==> config.mk <==
export PLATFORM = sky130hd
export DESIGN_NAME = rob_gen2
export DESIGN_NICKNAME = d
export VERILOG_FILES = /design/src/rtl/rob_gen2.sv
export SDC_FILE = /design/constraint.sdc
export NUM_CORES = 2
export LEC_CHECK = 0
export BUFFER_PORTS_ARGS = -buffer_cell sky130_fd_sc_hd__buf_2
export CORE_AREA = 4 4 518 264
export CTS_CLUSTER_SIZE = 16
export DETAILED_ROUTE_END_ITERATION = 10
export DIE_AREA = 0 0 522 268
export PLACE_DENSITY = 0.65
export SLEW_MARGIN = 20
export SYNTH_ARGS = -nofsm -noshare
export SYNTH_HDL_FRONTEND = slang
export SYNTH_SLANG_ARGS = --single-unit
==> constraint.sdc <==
create_clock -name clock -period 25.2 [get_ports clock]
set_clock_uncertainty 0.2 [all_clocks]
set_input_delay 6.3 -clock clock [delete_from_list [all_inputs] [get_ports clock]]
set_output_delay 6.3 -clock clock [all_outputs]
set_load 0.02 [all_outputs]
==> src/rtl/rob_gen2.sv <==
// Reorder buffer with count-based full/empty, flush squash and an older-store load check.
// Optional store-to-load forwarding outputs are enabled by defining ROB_STLF_EN.
module rob_gen2 #(
   parameter int ROB_SIZE = 8,
   parameter int XLEN     = 32,
   parameter int TAG_W    = $clog2(ROB_SIZE)
) (
   input  logic              clock,
   input  logic              reset,
   input  logic              flush,
   input  logic              alloc_en,
   input  logic              alloc_wr_mem,
   input  logic [4:0]        alloc_dest_reg,
   input  logic [2:0]        alloc_mem_size,
   input  logic [XLEN-1:0]   alloc_value,
   input  logic              alloc_value_valid,
   input  logic [TAG_W-1:0]  alloc_store_dep,
   output logic              alloc_ready,
   output logic [TAG_W-1:0]  alloc_tag,
   input  logic              cdb_valid,
   input  logic [TAG_W-1:0]  cdb_tag,
   input  logic [XLEN-1:0]   cdb_value,
   input  logic [TAG_W-1:0]  rd_tag_rs1,
   input  logic [TAG_W-1:0]  rd_tag_rs2,
   output logic [XLEN-1:0]   rd_value_rs1,
   output logic [XLEN-1:0]   rd_value_rs2,
   output logic              rd_ready_rs1,
   output logic              rd_ready_rs2,
   input  logic [TAG_W-1:0]  ld_check_tag,
   input  logic [XLEN-1:0]   ld_check_addr,
   output logic              ld_conflict,
`ifdef ROB_STLF_EN
   output logic              ld_fwd_valid,
   output logic [XLEN-1:0]   ld_fwd_value,
`endif
   output logic              head_valid,
   output logic              head_ready,
   output logic [TAG_W-1:0]  head_tag,
   output logic [4:0]        head_dest_reg,
   output logic [XLEN-1:0]   head_value,
   output logic [XLEN-1:0]   head_addr,
   output logic              head_wr_mem,
   output logic [2:0]        head_mem_size,
   input  logic              commit,
   output logic [TAG_W:0]    count,
   output logic              empty,
   output logic [4:0]        wb_dest_reg,
   output logic              wb_valid
);

   logic [ROB_SIZE-1:0] valid_q, valid_d, wr_mem_q, wr_mem_d;
   logic [ROB_SIZE-1:0] value_ready_q, value_ready_d, addr_ready_q, addr_ready_d;
   logic [4:0]          dest_reg_q  [ROB_SIZE];
   logic [4:0]          dest_reg_d  [ROB_SIZE];
   logic [XLEN-1:0]     value_q     [ROB_SIZE];
   logic [XLEN-1:0]     value_d     [ROB_SIZE];
   logic [XLEN-1:0]     addr_q      [ROB_SIZE];
   logic [XLEN-1:0]     addr_d      [ROB_SIZE];
   logic [TAG_W-1:0]    store_dep_q [ROB_SIZE];
   logic [TAG_W-1:0]    store_dep_d [ROB_SIZE];
   logic [2:0]          mem_size_q  [ROB_SIZE];
   logic [2:0]          mem_size_d  [ROB_SIZE];
   logic [TAG_W-1:0]    head_q, head_d, tail_q, tail_d;
   logic [TAG_W:0]      count_q, count_d;

   logic retire, alloc_fire, cdb_hit;

   assign head_ready  = valid_q[head_q] && value_ready_q[head_q] && addr_ready_q[head_q];
   assign retire      = commit && head_ready;
   assign alloc_ready = (count_q < (TAG_W+1)'(ROB_SIZE)) || retire;
   assign alloc_fire  = alloc_en && alloc_ready;
   assign cdb_hit     = cdb_valid && valid_q[cdb_tag];

   always_comb begin
      valid_d       = valid_q;
      wr_mem_d      = wr_mem_q;
      value_ready_d = value_ready_q;
      addr_ready_d  = addr_ready_q;
      dest_reg_d    = dest_reg_q;
      value_d       = value_q;
      addr_d        = addr_q;
      store_dep_d   = store_dep_q;
      mem_size_d    = mem_size_q;
      head_d        = head_q;
      tail_d        = tail_q;
      count_d       = count_q;
      if (flush) begin
         valid_d       = '0;
         value_ready_d = '0;
         addr_ready_d  = '0;
         head_d        = '0;
         tail_d        = '0;
         count_d       = '0;
      end else begin
         // Producer result: stores take it as their address, others as their value.
         if (cdb_hit) begin
            if (wr_mem_q[cdb_tag]) begin
               addr_d[cdb_tag]       = cdb_value;
               addr_ready_d[cdb_tag] = 1'b1;
            end else begin
               value_d[cdb_tag]       = cdb_value;
               value_ready_d[cdb_tag] = 1'b1;
            end
            for (int i = 0; i < ROB_SIZE; i++) begin
               if (valid_q[i] && wr_mem_q[i] && !value_ready_q[i] && store_dep_q[i] == cdb_tag) begin
                  value_d[i]       = cdb_value;
                  value_ready_d[i] = 1'b1;
               end
            end
         end
         if (retire) begin
            valid_d[head_q]       = 1'b0;
            value_ready_d[head_q] = 1'b0;
            addr_ready_d[head_q]  = 1'b0;
            head_d                = head_q + TAG_W'(1);
         end
         // Allocation is applied last so it wins over a same-slot retire clear.
         if (alloc_fire) begin
            valid_d[tail_q]      = 1'b1;
            wr_mem_d[tail_q]     = alloc_wr_mem;
            dest_reg_d[tail_q]   = alloc_dest_reg;
            mem_size_d[tail_q]   = alloc_mem_size;
            store_dep_d[tail_q]  = alloc_store_dep;
            addr_d[tail_q]       = '0;
            addr_ready_d[tail_q] = !alloc_wr_mem;
            if (alloc_wr_mem && alloc_value_valid) begin
               value_d[tail_q]       = alloc_value;
               value_ready_d[tail_q] = 1'b1;
            end else if (alloc_wr_mem && cdb_valid && cdb_tag == alloc_store_dep) begin
               value_d[tail_q]       = cdb_value;
               value_ready_d[tail_q] = 1'b1;
            end else begin
               value_d[tail_q]       = '0;
               value_ready_d[tail_q] = 1'b0;
            end
            tail_d = tail_q + TAG_W'(1);
         end
         count_d = count_q + (TAG_W+1)'(alloc_fire) - (TAG_W+1)'(retire);
      end
   end

   always_ff @(posedge clock) begin
      if (reset) begin
         valid_q       <= '0;
         wr_mem_q      <= '0;
         value_ready_q <= '0;
         addr_ready_q  <= '0;
         head_q        <= '0;
         tail_q        <= '0;
         count_q       <= '0;
      end else begin
         valid_q       <= valid_d;
         wr_mem_q      <= wr_mem_d;
         value_ready_q <= value_ready_d;
         addr_ready_q  <= addr_ready_d;
         head_q        <= head_d;
         tail_q        <= tail_d;
         count_q       <= count_d;
      end
   end

   // Payload storage is qualified by the flags above and needs no reset.
   always_ff @(posedge clock) begin
      dest_reg_q  <= dest_reg_d;
      value_q     <= value_d;
      addr_q      <= addr_d;
      store_dep_q <= store_dep_d;
      mem_size_q  <= mem_size_d;
   end

   logic [TAG_W-1:0] ld_dist, scan_idx;
   logic             ld_live, older_conflict;

   assign ld_dist = ld_check_tag - head_q;
   assign ld_live = valid_q[ld_check_tag];

   // Entries at distance d < ld_dist from head are older than the load.
   always_comb begin
      older_conflict = 1'b0;
      scan_idx       = '0;
      for (int d = 0; d < ROB_SIZE; d++) begin
         scan_idx = head_q + TAG_W'(d);
         if (ld_live && TAG_W'(d) < ld_dist && valid_q[scan_idx] && wr_mem_q[scan_idx] &&
             (!addr_ready_q[scan_idx] || addr_q[scan_idx] == ld_check_addr))
            older_conflict = 1'b1;
      end
   end

`ifdef ROB_STLF_EN
   logic [TAG_W-1:0] fwd_idx;
   logic             fwd_hit, unk_after;
   logic [XLEN-1:0]  fwd_val;

   // Oldest-to-youngest walk: the last address match wins, unknown addresses after it block.
   always_comb begin
      fwd_hit   = 1'b0;
      unk_after = 1'b0;
      fwd_val   = '0;
      fwd_idx   = '0;
      for (int d = 0; d < ROB_SIZE; d++) begin
         fwd_idx = head_q + TAG_W'(d);
         if (ld_live && TAG_W'(d) < ld_dist && valid_q[fwd_idx] && wr_mem_q[fwd_idx]) begin
            if (!addr_ready_q[fwd_idx]) begin
               unk_after = 1'b1;
            end else if (addr_q[fwd_idx] == ld_check_addr) begin
               unk_after = 1'b0;
               fwd_hit   = value_ready_q[fwd_idx] && mem_size_q[fwd_idx] == mem_size_q[ld_check_tag];
               fwd_val   = value_q[fwd_idx];
            end
         end
      end
   end

   assign ld_fwd_valid = fwd_hit && !unk_after;
   assign ld_fwd_value = fwd_val;
   assign ld_conflict  = older_conflict && !ld_fwd_valid;
`else
   assign ld_conflict  = older_conflict;
`endif

   assign alloc_tag     = tail_q;
   assign count         = count_q;
   assign empty         = (count_q == '0);
   assign head_valid    = valid_q[head_q];
   assign head_tag      = head_q;
   assign head_dest_reg = dest_reg_q[head_q];
   assign head_value    = value_q[head_q];
   assign head_addr     = addr_q[head_q];
   assign head_wr_mem   = wr_mem_q[head_q];
   assign head_mem_size = mem_size_q[head_q];
   assign rd_value_rs1  = value_q[rd_tag_rs1];
   assign rd_value_rs2  = value_q[rd_tag_rs2];
   assign rd_ready_rs1  = value_ready_q[rd_tag_rs1];
   assign rd_ready_rs2  = value_ready_q[rd_tag_rs2];
   assign wb_dest_reg   = dest_reg_q[cdb_tag];
   assign wb_valid      = cdb_valid;

endmodule

Word-level counts from Yosys, hierarchy flattened
Cells that the tools add are included.
{"block": "classes", "n_addsub": 11, "n_lt_le_gt_ge": 39, "eq_ne": 17, "n_mux": 176, "bitwise_logic": 26, "n_reduce_logical": 98}
{"operator": "$mux W256", "n": 10}
{"operator": "$bmux W32 S3", "n": 11}
{"operator": "$bwmux W256", "n": 4}
{"operator": "$mux W32", "n": 32}
{"operator": "$and A256 B256 Y256", "n": 2}
{"operator": "$eq A32 B32 Y1", "n": 8}
{"operator": "$not A256 Y256", "n": 1}
{"operator": "$demux W32 S3", "n": 2}
{"operator": "$mux W8", "n": 17}
{"operator": "$bmux W1 S3", "n": 30}
{"operator": "$logic_and A1 B1 Y1", "n": 69}
{"operator": "$lt A3 B4 Y1 const B", "n": 13}
{"operator": "$mux W1", "n": 49}
{"operator": "$bwmux W24", "n": 2}
{"operator": "$ge A4 B4 Y1 const B", "n": 12}
{"operator": "$not A3 Y4", "n": 12}
{"operator": "$bwmux W40", "n": 1}
{"operator": "$and A8 B8 Y8", "n": 4}
{"operator": "$or A8 B8 Y8", "n": 4}
{"operator": "$bmux W5 S3", "n": 2}
{"operator": "$eq A3 B3 Y1", "n": 9}
{"operator": "$mux W5", "n": 5}
{"operator": "$logic_not A1 Y1", "n": 17}
{"operator": "$bwmux W8", "n": 2}
{"operator": "23 further kinds", "n": 49}
{"block": "totals", "register_bits": 642, "in_bits": 127, "output_inout_bits": 160, "elab_cells": 414}

Depth between registers and ports, before layout
{"block": "logic_depth", "ltp_word": 16, "mapped_depth": 20, "mapped_depth_nobuf": 13}

Least setup slack after synthesis
No wires, ideal clock.
{"block": "synth_path", "path_type": "input-to-reg", "start": "in flush", "end": "reg addr_q[0] in the netlist's numbering, enable pin", "setup_ps": 856, "arrival_time_ps": 16325, "required_ps": 24144, "slack_ps": 7819, "cell_stages": 2, "path_buffers": 1, "path_cell_list": "clkbuf_1 -> inv_1"}
{"element": "from (decl)", "line": "10", "source": "input logic flush,"}
{"element": "to (signal assigned)", "line": "166", "source": "addr_q <= addr_d;"}
{"element": "to (decl)", "line": "57", "source": "logic [XLEN-1:0] addr_q [ROB_SIZE];"}
No word-level cell between the ends.

Final worst setup path
{"block": "layout_path", "start": "in ld_check_tag[0]", "end": "out ld_conflict"}
{"block": "layout_via", "elab_chain_cells": 14, "elab_cells_between_ends": 51, "cone_classes": "add/sub: 1; order compare: 8; mux: 10; reduce/logical: 32"}
{"element": "from (decl)", "line": "29", "source": "input logic [TAG_W-1:0] ld_check_tag,"}
{"element": "$sub A3 B3 Y3 or $bmux W1 S3 (tied branches)", "line": "174, 175"}
{"element": "$lt A1 B3 Y1 or $mux W1 (tied branches)", "line": "183, 175"}
{"element": "$logic_and A1 B1 Y1 (4 in a row)", "line": "183", "source": "if (ld_live && TAG_W'(d) < ld_dist && valid_q[scan_idx] && wr_mem_q[scan_idx] &&"}
{"element": "$mux W1 (7 in a row)", "line": "183"}
{"element": "$mux W1 (*)", "line": "183"}
{"element": "to (decl)", "line": "31", "source": "output logic ld_conflict,"}
Mark *: on every way between the ends. The rest lies on a longest branch, timed or not. The select of a mux whose other input is x is not followed.

==> flow_metrics.py <==
metrics = {
    "timing": {
        "worst_pin_slew_ns": 1.22,
        "period_minus_slack_ns": 17.14,
        "slew_headroom_pct": 17.7,
        "finalSetupViolations": 0,
        "fin_crit_sh_pct": 68.0,
        "rsz0062_at_grt": "false",
        "setup_tns_ns": 0,
        "hold_viol": 0,
        "max_freq_mhz": 58.3,
        "drv_slew": 0,
    },
    "placed_design": {
        "hpwl_mm": 166,
        "dpl.cell_count": 6659,
        "place_congestion": 1.11,
        "io_buffer_count": 286,
    },
    "die": {
        "start_util_pct": 39.6,
        "die_width_um": 522,
        "dieArea_sq_um": 140000,
        "io_pins": 287,
        "die_y_um": 268,
        "row_count": 95,
        "core_sq_um": 133000,
    },
    "logic_synthesis": {
        "ys_top_cells_by_area": "edfxtp_1 (34%), mux4_2 (20%), mux2i_1 (8.3%)",
        "synthCells": 4965,
        "synth-edff-count": 600,
        "ys_seq_elements": 642,
        "syn-num-nets": 5107,
        "synth.largest_area_cell": "edfxtp_1",
        "async_flop_share_pct": 0,
        "synth_top_area_share_pct": 34.3,
        "ys.flop_type": "edfxtp_1",
        "synth_cell_types": 74,
        "synth_area_sq_um": 52500,
        "syn_avg_cell_area_sq_um": 10.6,
        "ys_seq_area_share_pct": 35.9,
        "ys_warn_count": 0,
    },
    "critical_path": {
        "worstPathCellList": "buf_2 -> inv_1 -> ha_1 -> inv_1 -> fa_1 -> xnor2_1 -> xnor2_1 -> nor2b_1 -> nand4_1 -> nor4_1 -> o2111ai_1 -> o211a_1 -> nand4_1 -> buf_2",
        "slowest_delay_ns": 0.90,
        "crit_path_start_kind": "input pin",
        "cp_data_arrival_time_ns": 10.64,
        "required_ns": 18.70,
        "worstSetupPathType": "in2out",
        "cp-end-kind": "output port",
        "worst_path_max_delay_cell": "nor4_1",
        "worstPathMaxFanout": 6,
    },
    "pwr": {
        "vdd_drop_max_mv": 0.0462,
        "p_leak_nw": 19.5,
        "p_per_area_nw_per_um2": 50.9,
    },
    "clocking": {
        "cts_buffer_depth": 3,
        "cts_buffers": 67,
        "cts_tree": "built",
        "htreeDepth": 3,
        "cts_sinks": 642,
        "path_clk_slew_ns": 0.07,
        "cts_setup_buffers": 0,
        "cts_hold_buf": 0,
        "insertion_delay_ns": 0.68,
        "cts-root-buf": "clkbuf_16",
        "post_cts_resize_count": 0,
    },
    "routing": {
        "wl_mm": 242,
        "ant_nets": 0,
        "via_count": 46200,
        "via_per_inst": 6.81,
        "route.detailed.drc": 0,
        "drtIter0Drc": 8820,
        "drt-pass1-iter-count": 8,
        "wl_per_cell_um": 35.6,
    },
    "finish": {
        "final_cells": 6789,
        "regArea_sq_um": 18900,
        "finish.utilization_pct": 43.4,
        "fillers": 12400,
        "multiInputGateArea_sq_um": 31700,
        "finalNetCount": 5076,
        "mostFrequentLayoutCell": "nand2_1",
        "most-common-layout-cells": "nand2_1 (1030), edfxtp_1 (600), mux4_2 (461)",
        "drive_above_1_share_pct": 25.3,
        "syn2layout_area_growth_pct": 9.61,
    },
    "grt": {
        "grt_pass1_wl_mm": 336,
        "grt_pass1_vias": 41800,
        "grt-ovfl-total": 0,
        "grt_start_max_net_pins": 124,
        "grt.total_usage_pct": 33.6,
        "antenna_found_initial": 30,
    },
    "min_path": {
        "worstHoldPathType": "reg2reg",
    },
    "status": {
        "status": "finished clean",
    },
    "run": {
        "drv_cap": 0,
    },
}
-- routing by layer --
layer  vias up  GRT usage (%)  part of all wire [%]
met5         -           1.62                  0.20
met4        29           7.49                   2.5
met3       427           16.1                    18
met2      3990           42.7                    38
met1     23100           50.5                    41
li1      18600              -                     -
-- final cells by class --
type,instances,share of cell area [%]
multi-input cells,3799,55.1
repair buffers,406,4.15
flip-flops and latches,642,32.8
well taps,1794,3.90
clock inverters,36,0.743
inverters,18,0.139
clock buffers,84,3.13
diodes,10,0.0435
-- synthesized netlist by cell type, drive strengths merged (116+ instances only) --
cell type,n
clkbuf,280
mux2,187
mux2i,436
nor2,179
xor2,205
mux4,461
edfxtp,600
o21ai,237
buf,226
o22ai,116
xnor2,138
nand2,1032
a21oi,373
-- logic make-up (layout without fill, tap and decap cells) --
family	count (synthesis)	after routing	share of synthesized area (%)
and+or+nand+nor	1496	1496	12.1
muxes	1084	1084	32.1
AOI/OAI and AO/OA	859	859	9.47
DFF	642	642	35.9
buffers and inverters	524	544	4.30
xor gates and xnor gates	343	343	5.75
adders and majority gates	17	17	0.424
other	0	10	0
-- sequential cells by signal, summed over array words and instances (netlist names) --
register / count
addr_q: 256
value_q: 256
dest_reg_q: 40
mem_size_q: 24
store_dep_q: 24
addr_ready_q: 8
valid_q: 8
value_ready_q: 8
wr_mem_q: 8
count: 4
alloc_tag: 3
head_tag: 3
-- report_power, final --
part	internal (mW)	switching, mW
logic	0.203	0.325
registers	1.23	0.0818
clock network	0.588	0.498
total	2.03	0.905
-- critical path, delay by kind of cell --
| kind | cells | cell delay, ns |
|---|---|---|
| and+or+nand+nor | 4 | 1.73 |
| AOI/OAI and AO/OA | 2 | 0.85 |
| xor gates and xnor gates | 2 | 0.60 |
| buffers and inverters | 4 | 0.58 |
| adders and majority gates | 2 | 0.56 |
-- metrics by stage --
stage                     setup slack, ns  instance area, sq um  total power [mW]  hold WS (ns)
after floorplan                      7.82                 52500              1.65         0.266
after global placement               8.44                 55300              1.83         0.305
after detailed placement             8.44                 55300              1.84         0.319
after CTS                            8.41                 57500              2.91         0.324
after global routing                 8.08                 57600              3.00         0.348
final                                8.06                 57600              2.93         0.335
-- final timing paths --
kind	start	to	slack, ns	cells after the start
hold / removal	valid_q[1]	valid_q[1]	0.34	2
setup / recovery	ld_check_tag[0]	ld_conflict	8.06	14
hold reg to reg	valid_q[1]	valid_q[1]	0.34	2
setup reg to reg	head_tag[0]	value_q[44]	18.61	12
(Power assumes the default switching activity.)
